File: src/rtl/color_sensor_stabilizer.sv
// Purpose : debounce edge/corner cube colour sensors after each motor move, then present latched colours with a stable level.
// Latency : SETTLE_CYCLES + (MATCH_COUNT-1)*SAMPLE_DIV + 1 clocks from motor_done at best, bounded by MAX_SAMPLES samples (then timeout).
// Backpress: none; color_sensor_stable is a level the consumer polls, cleared only by send_setup_moves or reset.
//
// Ports:
//   clock / reset                 system clock, asynchronous active-low reset
//   motor_done                    1-cycle pulse, move batch finished (honoured only while waiting for a move)
//   send_setup_moves              1-cycle pulse, new batch starting; returns to waiting from any state
//   edge_color_raw/corner_color_raw  raw 3-bit colour codes, asynchronous to clock
//   edge_color_sensor/corner_color_sensor  latched colours
//   color_sensor_stable           level, latched colours are valid
//   sensor_timeout                level, current stable window was forced by running out of samples
module color_sensor_stabilizer #(
    parameter int unsigned SETTLE_CYCLES = 500000,
    parameter int unsigned SAMPLE_DIV    = 1000,
    parameter int unsigned MATCH_COUNT   = 8,
    parameter int unsigned MAX_SAMPLES   = 64
) (
    input  logic       clock,
    input  logic       reset,
    input  logic       motor_done,
    input  logic       send_setup_moves,
    input  logic [2:0] edge_color_raw,
    input  logic [2:0] corner_color_raw,
    output logic [2:0] edge_color_sensor,
    output logic [2:0] corner_color_sensor,
    output logic       color_sensor_stable,
    output logic       sensor_timeout
);

    localparam int unsigned SET_W = $clog2(SETTLE_CYCLES + 1);
    localparam int unsigned DIV_W = $clog2(SAMPLE_DIV + 1);
    localparam int unsigned MAT_W = $clog2(MATCH_COUNT + 1);
    localparam int unsigned SMP_W = $clog2(MAX_SAMPLES + 1);

    localparam logic [SET_W-1:0] SETTLE_LAST = SET_W'(SETTLE_CYCLES - 1);
    localparam logic [DIV_W-1:0] DIV_LAST    = DIV_W'(SAMPLE_DIV - 1);
    localparam logic [MAT_W-1:0] MATCH_TGT   = MAT_W'(MATCH_COUNT);
    localparam logic [SMP_W-1:0] SAMPLE_TGT  = SMP_W'(MAX_SAMPLES);

    localparam logic [2:0] COLOR_NULL = 3'd7;

    typedef enum logic [1:0] {
        ST_WAIT_MOVE = 2'd0,
        ST_SETTLE    = 2'd1,
        ST_SAMPLE    = 2'd2,
        ST_STABLE    = 2'd3
    } state_e;

    state_e           state_q, state_d;
    logic [SET_W-1:0] settle_cnt_q, settle_cnt_d;
    logic [DIV_W-1:0] div_cnt_q, div_cnt_d;
    logic [MAT_W-1:0] match_cnt_q, match_cnt_d;
    logic [SMP_W-1:0] samp_cnt_q, samp_cnt_d;
    logic [2:0]       cand_edge_q, cand_edge_d;
    logic [2:0]       cand_corner_q, cand_corner_d;
    logic [2:0]       edge_out_q, edge_out_d;
    logic [2:0]       corner_out_q, corner_out_d;
    logic             timeout_q, timeout_d;

    // Two-flop synchronizers for the asynchronous sensor buses.
    logic [2:0] edge_s1_q, edge_s2_q;
    logic [2:0] corner_s1_q, corner_s2_q;

    always_ff @(posedge clock or negedge reset) begin
        if (!reset) begin
            edge_s1_q   <= COLOR_NULL;
            edge_s2_q   <= COLOR_NULL;
            corner_s1_q <= COLOR_NULL;
            corner_s2_q <= COLOR_NULL;
        end else begin
            edge_s1_q   <= edge_color_raw;
            edge_s2_q   <= edge_s1_q;
            corner_s1_q <= corner_color_raw;
            corner_s2_q <= corner_s1_q;
        end
    end

    // Codes 6 and 7 both mean "no colour seen".
    function automatic logic is_null(input logic [2:0] c);
        return (c == 3'd6) || (c == 3'd7);
    endfunction

    logic             pair_null;
    logic             pair_match;
    logic [MAT_W-1:0] match_new;
    logic [SMP_W-1:0] samp_new;
    logic             take_sample;

    // Results of a sample taken this cycle; only committed when take_sample is set.
    always_comb begin
        pair_null  = is_null(edge_s2_q) || is_null(corner_s2_q);
        pair_match = (edge_s2_q == cand_edge_q) && (corner_s2_q == cand_corner_q) && !pair_null;

        if (pair_match) begin
            match_new = (match_cnt_q == MATCH_TGT) ? match_cnt_q : match_cnt_q + 1'b1;
        end else begin
            match_new = pair_null ? '0 : MAT_W'(1);
        end

        samp_new = (samp_cnt_q == SAMPLE_TGT) ? samp_cnt_q : samp_cnt_q + 1'b1;
    end

    always_comb begin
        state_d       = state_q;
        settle_cnt_d  = settle_cnt_q;
        div_cnt_d     = div_cnt_q;
        match_cnt_d   = match_cnt_q;
        samp_cnt_d    = samp_cnt_q;
        cand_edge_d   = cand_edge_q;
        cand_corner_d = cand_corner_q;
        edge_out_d    = edge_out_q;
        corner_out_d  = corner_out_q;
        timeout_d     = timeout_q;
        take_sample   = 1'b0;

        case (state_q)
            ST_WAIT_MOVE: begin
                if (motor_done) begin
                    state_d       = ST_SETTLE;
                    settle_cnt_d  = '0;
                    div_cnt_d     = '0;
                    match_cnt_d   = '0;
                    samp_cnt_d    = '0;
                    cand_edge_d   = COLOR_NULL;
                    cand_corner_d = COLOR_NULL;
                end
            end
            ST_SETTLE: begin
                // The last settle clock doubles as the first sample strobe.
                if (settle_cnt_q == SETTLE_LAST) begin
                    take_sample = 1'b1;
                end else begin
                    settle_cnt_d = settle_cnt_q + 1'b1;
                end
            end
            ST_SAMPLE: begin
                if (div_cnt_q == DIV_LAST) begin
                    take_sample = 1'b1;
                end else begin
                    div_cnt_d = div_cnt_q + 1'b1;
                end
            end
            ST_STABLE: begin
                // Outputs held; motor_done deliberately ignored here.
            end
            default: begin
                state_d = ST_WAIT_MOVE;
            end
        endcase

        if (take_sample) begin
            state_d       = ST_SAMPLE;
            div_cnt_d     = '0;
            cand_edge_d   = edge_s2_q;
            cand_corner_d = corner_s2_q;
            match_cnt_d   = match_new;
            samp_cnt_d    = samp_new;
            // Match wins over timeout when both land on the same strobe.
            if (match_new == MATCH_TGT) begin
                state_d      = ST_STABLE;
                edge_out_d   = edge_s2_q;
                corner_out_d = corner_s2_q;
                timeout_d    = 1'b0;
            end else if (samp_new == SAMPLE_TGT) begin
                state_d      = ST_STABLE;
                edge_out_d   = edge_s2_q;
                corner_out_d = corner_s2_q;
                timeout_d    = 1'b1;
            end
        end

        // A new move batch aborts whatever is in progress; colours keep their last values.
        if (send_setup_moves) begin
            state_d      = ST_WAIT_MOVE;
            settle_cnt_d = '0;
            div_cnt_d    = '0;
            match_cnt_d  = '0;
            samp_cnt_d   = '0;
            timeout_d    = 1'b0;
            edge_out_d   = edge_out_q;
            corner_out_d = corner_out_q;
        end
    end

    always_ff @(posedge clock or negedge reset) begin
        if (!reset) begin
            state_q       <= ST_WAIT_MOVE;
            settle_cnt_q  <= '0;
            div_cnt_q     <= '0;
            match_cnt_q   <= '0;
            samp_cnt_q    <= '0;
            cand_edge_q   <= COLOR_NULL;
            cand_corner_q <= COLOR_NULL;
            edge_out_q    <= COLOR_NULL;
            corner_out_q  <= COLOR_NULL;
            timeout_q     <= 1'b0;
        end else begin
            state_q       <= state_d;
            settle_cnt_q  <= settle_cnt_d;
            div_cnt_q     <= div_cnt_d;
            match_cnt_q   <= match_cnt_d;
            samp_cnt_q    <= samp_cnt_d;
            cand_edge_q   <= cand_edge_d;
            cand_corner_q <= cand_corner_d;
            edge_out_q    <= edge_out_d;
            corner_out_q  <= corner_out_d;
            timeout_q     <= timeout_d;
        end
    end

    assign edge_color_sensor   = edge_out_q;
    assign corner_color_sensor = corner_out_q;
    assign color_sensor_stable = (state_q == ST_STABLE);
    assign sensor_timeout      = timeout_q;

endmodule

File: config.mk
export PLATFORM = sky130hd
export DESIGN_NAME = color_sensor_stabilizer
export DESIGN_NICKNAME = d
export VERILOG_FILES = /design/src/rtl/color_sensor_stabilizer.sv
export SDC_FILE = /design/constraint.sdc
export NUM_CORES = 1
export LEC_CHECK = 0
export CAP_MARGIN = 5
export CELL_PAD_IN_SITES_DETAIL_PLACEMENT = 1
export CELL_PAD_IN_SITES_GLOBAL_PLACEMENT = 1
export CORE_ASPECT_RATIO = 0.7
export CORE_MARGIN = 10
export CORE_UTILIZATION = 47
export CTS_BUF_LIST = sky130_fd_sc_hd__clkbuf_4
export CTS_CLUSTER_SIZE = 40
export DETAILED_ROUTE_END_ITERATION = 10
export DONT_BUFFER_PORTS = 1
export HOLD_SLACK_MARGIN = 0.15
export PLACE_DENSITY_LB_ADDON = 0.1
export RECOVER_POWER = 25
export SETUP_SLACK_MARGIN = 0.3
export SYNTH_ARGS = -nofsm -noshare
export SYNTH_HDL_FRONTEND = slang
export SYNTH_SLANG_ARGS = --single-unit
File: constraint.sdc
create_clock -name clock -period 2.2 [get_ports clock]
set_clock_uncertainty 0.2 [all_clocks]
set_input_delay 0.22 -clock clock [delete_from_list [all_inputs] [get_ports clock]]
set_output_delay 0.22 -clock clock [all_outputs]
set_load 0.1 [all_outputs]
==> metrics.md, run 1 <==
| Metric | Value |
|---|---|
| Die H | `93.5 um` |
| Mux cell area share after synthesis | `3.31%` |
| Worst setup endpoint GRT | `corner_color_sensor[0]$_DFFE_PN1P_/D` |
| Area after DPL | `4420 um2` |
| Synth Area in Adders | `3.79%` |
| Stage reached | `5_1_grt` |
| Area share of and/or/nand/nor cells after synthesis | `23.4%` |
| Total CTS buffers | `9` |
| HPWL Detailed | `7430 um` |
| Root buffer cell | `clkbuf_4` |
| Largest family of logic cells by synthesized area | `simple AND/OR/NAND/NOR gates` |
| Htree depth | `3` |
| Sink Count | `67` |
| Error Message | `[ERROR DPL-0033] detailed placement checks failed during check placement.` |
| RD Place Congestion | `0.838` |
| Post-synth EDFFs | `0` |
| # rows | `26` |
| Count of input and output buffers | `0` |
| Mapped Cells | `369` |
| Synth Area in XOR/XNOR | `4.59%` |
| Compound-cell area share of the yosys netlist | `14.6%` |
| Bufs on Longest Clock Path | `2` |
| Largest area contributor in the netlist | `dfrtp_1` |
| Fraction of registers with async set/reset | `100%` |
| Yosys reg bits | `67` |
| Horiz. Die Dim | `125 um` |
| Post-synth top area share | `29.7%` |
| Initial Util | `48.9%` |
| Run status | `aborted with a tool error` |
| Largest net degree at the start of global routing | `68` |
| Sequential-to-total area share from yosys stat | `47.0%` |
| Syn Area/Cell | `9.83 um2` |
| Num ports | `18` |
| Yosys warning count | `0` |
| Distinct cell type count after synthesis | `54` |
| Syn Nets | `390` |
| Top cells by area, synth | `dfrtp_1 30%, dfstp_2 17%, a21oi_1 4.1%` |
| Worst endpoint type | `register data pin` |
| Main synth FF type | `dfrtp_1` |
| Syn Std Cell Area | `3630 um2` |
| Initial antenna violation count | `0` |
-- what timing repair did --
item,CTS
endpoints found under the setup margin,56
hold buffers,20
cloned,1
hold endpoints to repair,128
resized for setup,100
setup buffers,26
pin swaps,46
-- Yosys cell counts (2+ instances only) --
cell and n:
buf_2 2, o21a_1 2, nor2b_1 3, nor4bb_1 2, xor2_1 17, nor3_1 6, nor2_1 28, or3_1 17
and4_1 3, dfstp_2 24, a41oi_1 2, nor3b_1 2, clkbuf_1 13, a211oi_1 3, a21oi_1 30, nand3b_1 3
xnor2_1 2, dfrtp_1 43, mux2_4 6, ha_1 11, inv_1 13, a21o_1 4, nor4_1 2, and2_1 3
nand4_1 5, mux2i_1 3, a311oi_1 4, a221o_1 4, nor4b_1 3, nand2_1 36, o2111ai_1 4, o211ai_1 8
nand3_1 24, o21ai_0 7, or2_2 3, and3_1 7, a31oi_1 3
-- through the flow --
| stage | cells | utilization, % | setup TNS (ns) | worst slack (ns) |
|---|---|---|---|---|
| 4_1_cts | 586 | 73.7 | -4.10 | -0.270 |
| 3_5_place_dp | 523 | 59.5 | -3.28 | -0.223 |
| 2_1_floorplan | 369 | - | -1.13 | -0.144 |
| 3_3_place_gp | 523 | 59.5 | -1.02 | -0.110 |
-- logic make-up after synthesis --
group           after synthesis
mux                           9
buf+inv                      29
compound gates               79
xor+xnor                     19
fa+ha+maj                    11
flops                        67
simple gates                155
==> run 2, diff against run 1 <==
==> config.mk (replaced) <==
export PLATFORM = sky130hd
export DESIGN_NAME = color_sensor_stabilizer
export DESIGN_NICKNAME = d
export VERILOG_FILES = /design/src/rtl/color_sensor_stabilizer.sv
export SDC_FILE = /design/constraint.sdc
export NUM_CORES = 1
export LEC_CHECK = 0
export CAP_MARGIN = 5
export CORE_MARGIN = 10
export CORE_UTILIZATION = 40
export DETAILED_ROUTE_END_ITERATION = 10
export DONT_BUFFER_PORTS = 1
export PLACE_DENSITY_LB_ADDON = 0.15
export RECOVER_POWER = 25
export SYNTH_ARGS = -nofsm -noshare
export SYNTH_HDL_FRONTEND = slang
export SYNTH_SLANG_ARGS = --single-unit
==> constraint.sdc (replaced) <==
create_clock -name clock -period 2.85 [get_ports clock]
set_clock_uncertainty 0.2 [all_clocks]
set_input_delay 0.285 -clock clock [delete_from_list [all_inputs] [get_ports clock]]
set_output_delay 0.285 -clock clock [all_outputs]
set_load 0.1 [all_outputs]
==> metrics.md, run 2 <==
| Metric | Value |
|---|---|
| Run status | `finished, violations left` |
| Failing checks | `max-capacitance violations, max-slew violations` |
| # rows | `34` |
| End of the critical path | `corner_color_sensor[2]$_DFFE_PN1P_` |
| Lkg Pwr | `1.62 nW` |
| Arrival time at the worst endpoint | `2.71 ns` |
| Register-to-Register Path Depth | `7` |
| Met2 Use GR | `19.2%` |
| Detailed-route via count | `2,764` |
| CP Capture Type | `flip-flop` |
| Clock latency at the later pin of the worst-skew pair | `0.36 ns` |
| Bufs on Longest Clock Path | `2` |
| CTS clk-pin slew, worst paths | `0.08 ns` |
| Slew headroom | `-9.78%` |
| Mapped Cells | `369` |
| FF-to-FF End | `corner_color_sensor[2]$_DFFE_PN1P_` |
| Top reg by flops | `settle_cnt_q` |
| Final ANT Viol Nets | `0` |
| Area grow syn2layout | `12.2%` |
| Sink Count | `67` |
| # nets final | `403` |
| N_diodes | `0` |
| DR WL/cell | `16.0 um` |
| Final setup fails | `0` |
| Tightest Pin Transition | `1.65 ns` |
| Crit Path Max Fanout | `9` |
| Total CTS buffers | `9` |
| Met1 Use GR | `17.7%` |
| DIE AREA | `13,300 um2` |
| Largest area contributor in the netlist | `dfrtp_1` |
| Hold Worst Slack | `0.0425 ns` |
| Yosys warning count | `0` |
| Met3 Use GR | `3.91%` |
| GRT busiest layer | `met2` |
| Post-synth top area share | `29.7%` |
| Commonest non-fill, non-tap cell in the layout | `dfrtp_1` |
| Count leader, synth | `dfrtp_1` |
| Fraction of layout cells with a size suffix above 1 | `16.8%` |
| Yosys reg bits | `67` |
| GRT Resource Usage Total | `12.8%` |
| Core area | `8760 um2` |
| Maximum vdd drop | `0.228 mV` |
| DRT Wirelength | `7900 um` |
| Htree depth | `3` |
| Root buffer cell | `clkbuf_8` |
| Syn Nets | `390` |
| Syn Area/Cell | `9.83 um2` |
| Max reg flops | `19` |
| HPWL Detailed | `5300 um` |
| Initial Util | `41.4%` |
| Non-filler instance count after layout | `495` |
| Syn Std Cell Area | `3630 um2` |
| Drt drc | `0` |
| Design area | `4070 um2` |
| Top cells by area, synth | `dfrtp_1 30%, dfstp_2 17%, a21oi_1 4.1%` |
| Num ports | `18` |
| Power per cell area | `486 nW/um2` |
| Fraction of registers with async set/reset | `100%` |
| Pre-CTS setup slack | `0.241 ns` |
| Initial drt markers | `206` |
| Via density | `5.58` |
| Setup crit start | `samp_cnt_q[0]$_DFFE_PN0P_` |
| Main synth FF type | `dfrtp_1` |
| Most frequent cells in the layout | `43 x dfrtp_1, 36 x nand2_1, 30 x a21oi_1` |
| Startpoint types | `flip-flop` |
| Count of input and output buffers | `0` |
| First-pass GRT wire length | `14,000 um` |
| Gr ovfl total | `0` |
| Post-route minimum period | `2.63 ns` |
| Via count of the first global-routing pass | `2,816` |
| Placed cells | `470` |
| Horiz. Die Dim | `115 um` |
| Largest net degree at the start of global routing | `68` |
| Final Hold Viols | `0` |
| Sequential-to-total area share from yosys stat | `47.0%` |
| Setup tns final | `0 ns` |
| Drt first pass iters | `4` |
| Reg-to-reg startpoint | `samp_cnt_q[0]$_DFFE_PN0P_` |
| Critical Path RT | `2.93 ns` |
| Area after DPL | `3760 um2` |
| RD Place Congestion | `0.804` |
| Post-synth EDFFs | `0` |
| Period utilization | `92.3%` |
| FF-to-FF setup slack | `0.22 ns` |
| RSZ-0062 raised after global routing | `false` |
| CTS tree | `built` |
| Hold crit path type | `input pin to flip-flop` |
| Die H | `115 um` |
| Registers with the most flip-flops | `settle_cnt_q (19), div_cnt_q (10), samp_cnt_q (7)` |
| Max Clk Rate | `0.380 GHz` |
| Kind of critical path | `flip-flop to flip-flop` |
| List of most frequent post-synthesis cells | `43 x dfrtp_1, 36 x nand2_1, 30 x a21oi_1` |
| Max-slew violations | `68` |
| Distinct cell type count after synthesis | `54` |
| Initial antenna violation count | `0` |
| Worst Slack Setup Final | `0.221 ns` |
| Maxcap violations | `1` |
[run 2: cell counts after synthesis]
No cell type changed its count.
[run 2: per-layer routing]
| layer | vias up | routed length, um |
|---|---|---|
| met3 | 7 | 337 |
| met5 | - | 0 |
| met2 | 49 | 3520 |
| met4 | 0 | 73 |
| met1 | 1338 | 3970 |
| li1 | 1370 | - |
[run 2: worst min-delay path by stage]
stage / cells after the start / end / from
3_3_place_gp: 0 / settle_cnt_q[16]$_DFFE_PN0P_ / reset
2_1_floorplan: 0 / div_cnt_q[0]$_DFFE_PN0P_ / reset
6_report: 3 / settle_cnt_q[10]$_DFFE_PN0P_ / send_setup_moves
3_5_place_dp: 0 / settle_cnt_q[17]$_DFFE_PN0P_ / reset
4_1_cts: 3 / settle_cnt_q[7]$_DFFE_PN0P_ / send_setup_moves
5_1_grt: 3 / settle_cnt_q[13]$_DFFE_PN0P_ / send_setup_moves
[run 2: critical path, stage by stage (launching register included)]
cell and delay, ns:
dfrtp_1 0.53, ha_1 0.32, nand3_1 0.14, xor2_1 0.18, and4_4 0.23, o2111a_1 0.26, o2111a_2 0.36, mux2_4 0.32
[run 2: cell families after synthesis]
group | Yosys count | synth area share, %
mux | 9 | 3.31
compound gates | 79 | 14.6
fa+ha+maj | 11 | 3.79
xor+xnor | 19 | 4.59
simple gates | 155 | 23.4
buf+inv | 29 | 3.28
flops | 67 | 47.0
[run 2: cell type report]
| class | instances | area, um2 |
|---|---|---|
| clock buffer | 10 | 149 |
| clock inverter | 6 | 73.8 |
| fill | 826 | 4690 |
| inverter | 13 | 48.8 |
| tap | 108 | 135 |
| timing repair buffer | 18 | 153 |
| multi-input combinational | 273 | 1810 |
| sequential | 67 | 1710 |
[run 2: through the flow]
stage	util (%)	power (mW)
2_1_floorplan	-	1.05
3_3_place_gp	43.0	1.07
3_5_place_dp	43.0	1.07
4_1_cts	46.7	2.01
5_1_grt	46.5	2.06
6_report	46.5	1.98
[run 2: report_power, final]
part	total, mW	switching (mW)	internal, mW	leakage, nW
Combinational	0.113	0.0768	0.0358	0.650
Clock	0.888	0.415	0.473	0.115
Sequential	0.978	0.00900	0.969	0.851
[run 2: what timing repair did]
action / in CTS / in global routing
hold endpoints to repair: 98 / 0
hold buffers: 9 / 0
gates resized for setup: 0 / 0
setup buffers: 0 / 0
(Power assumes the default switching activity.)
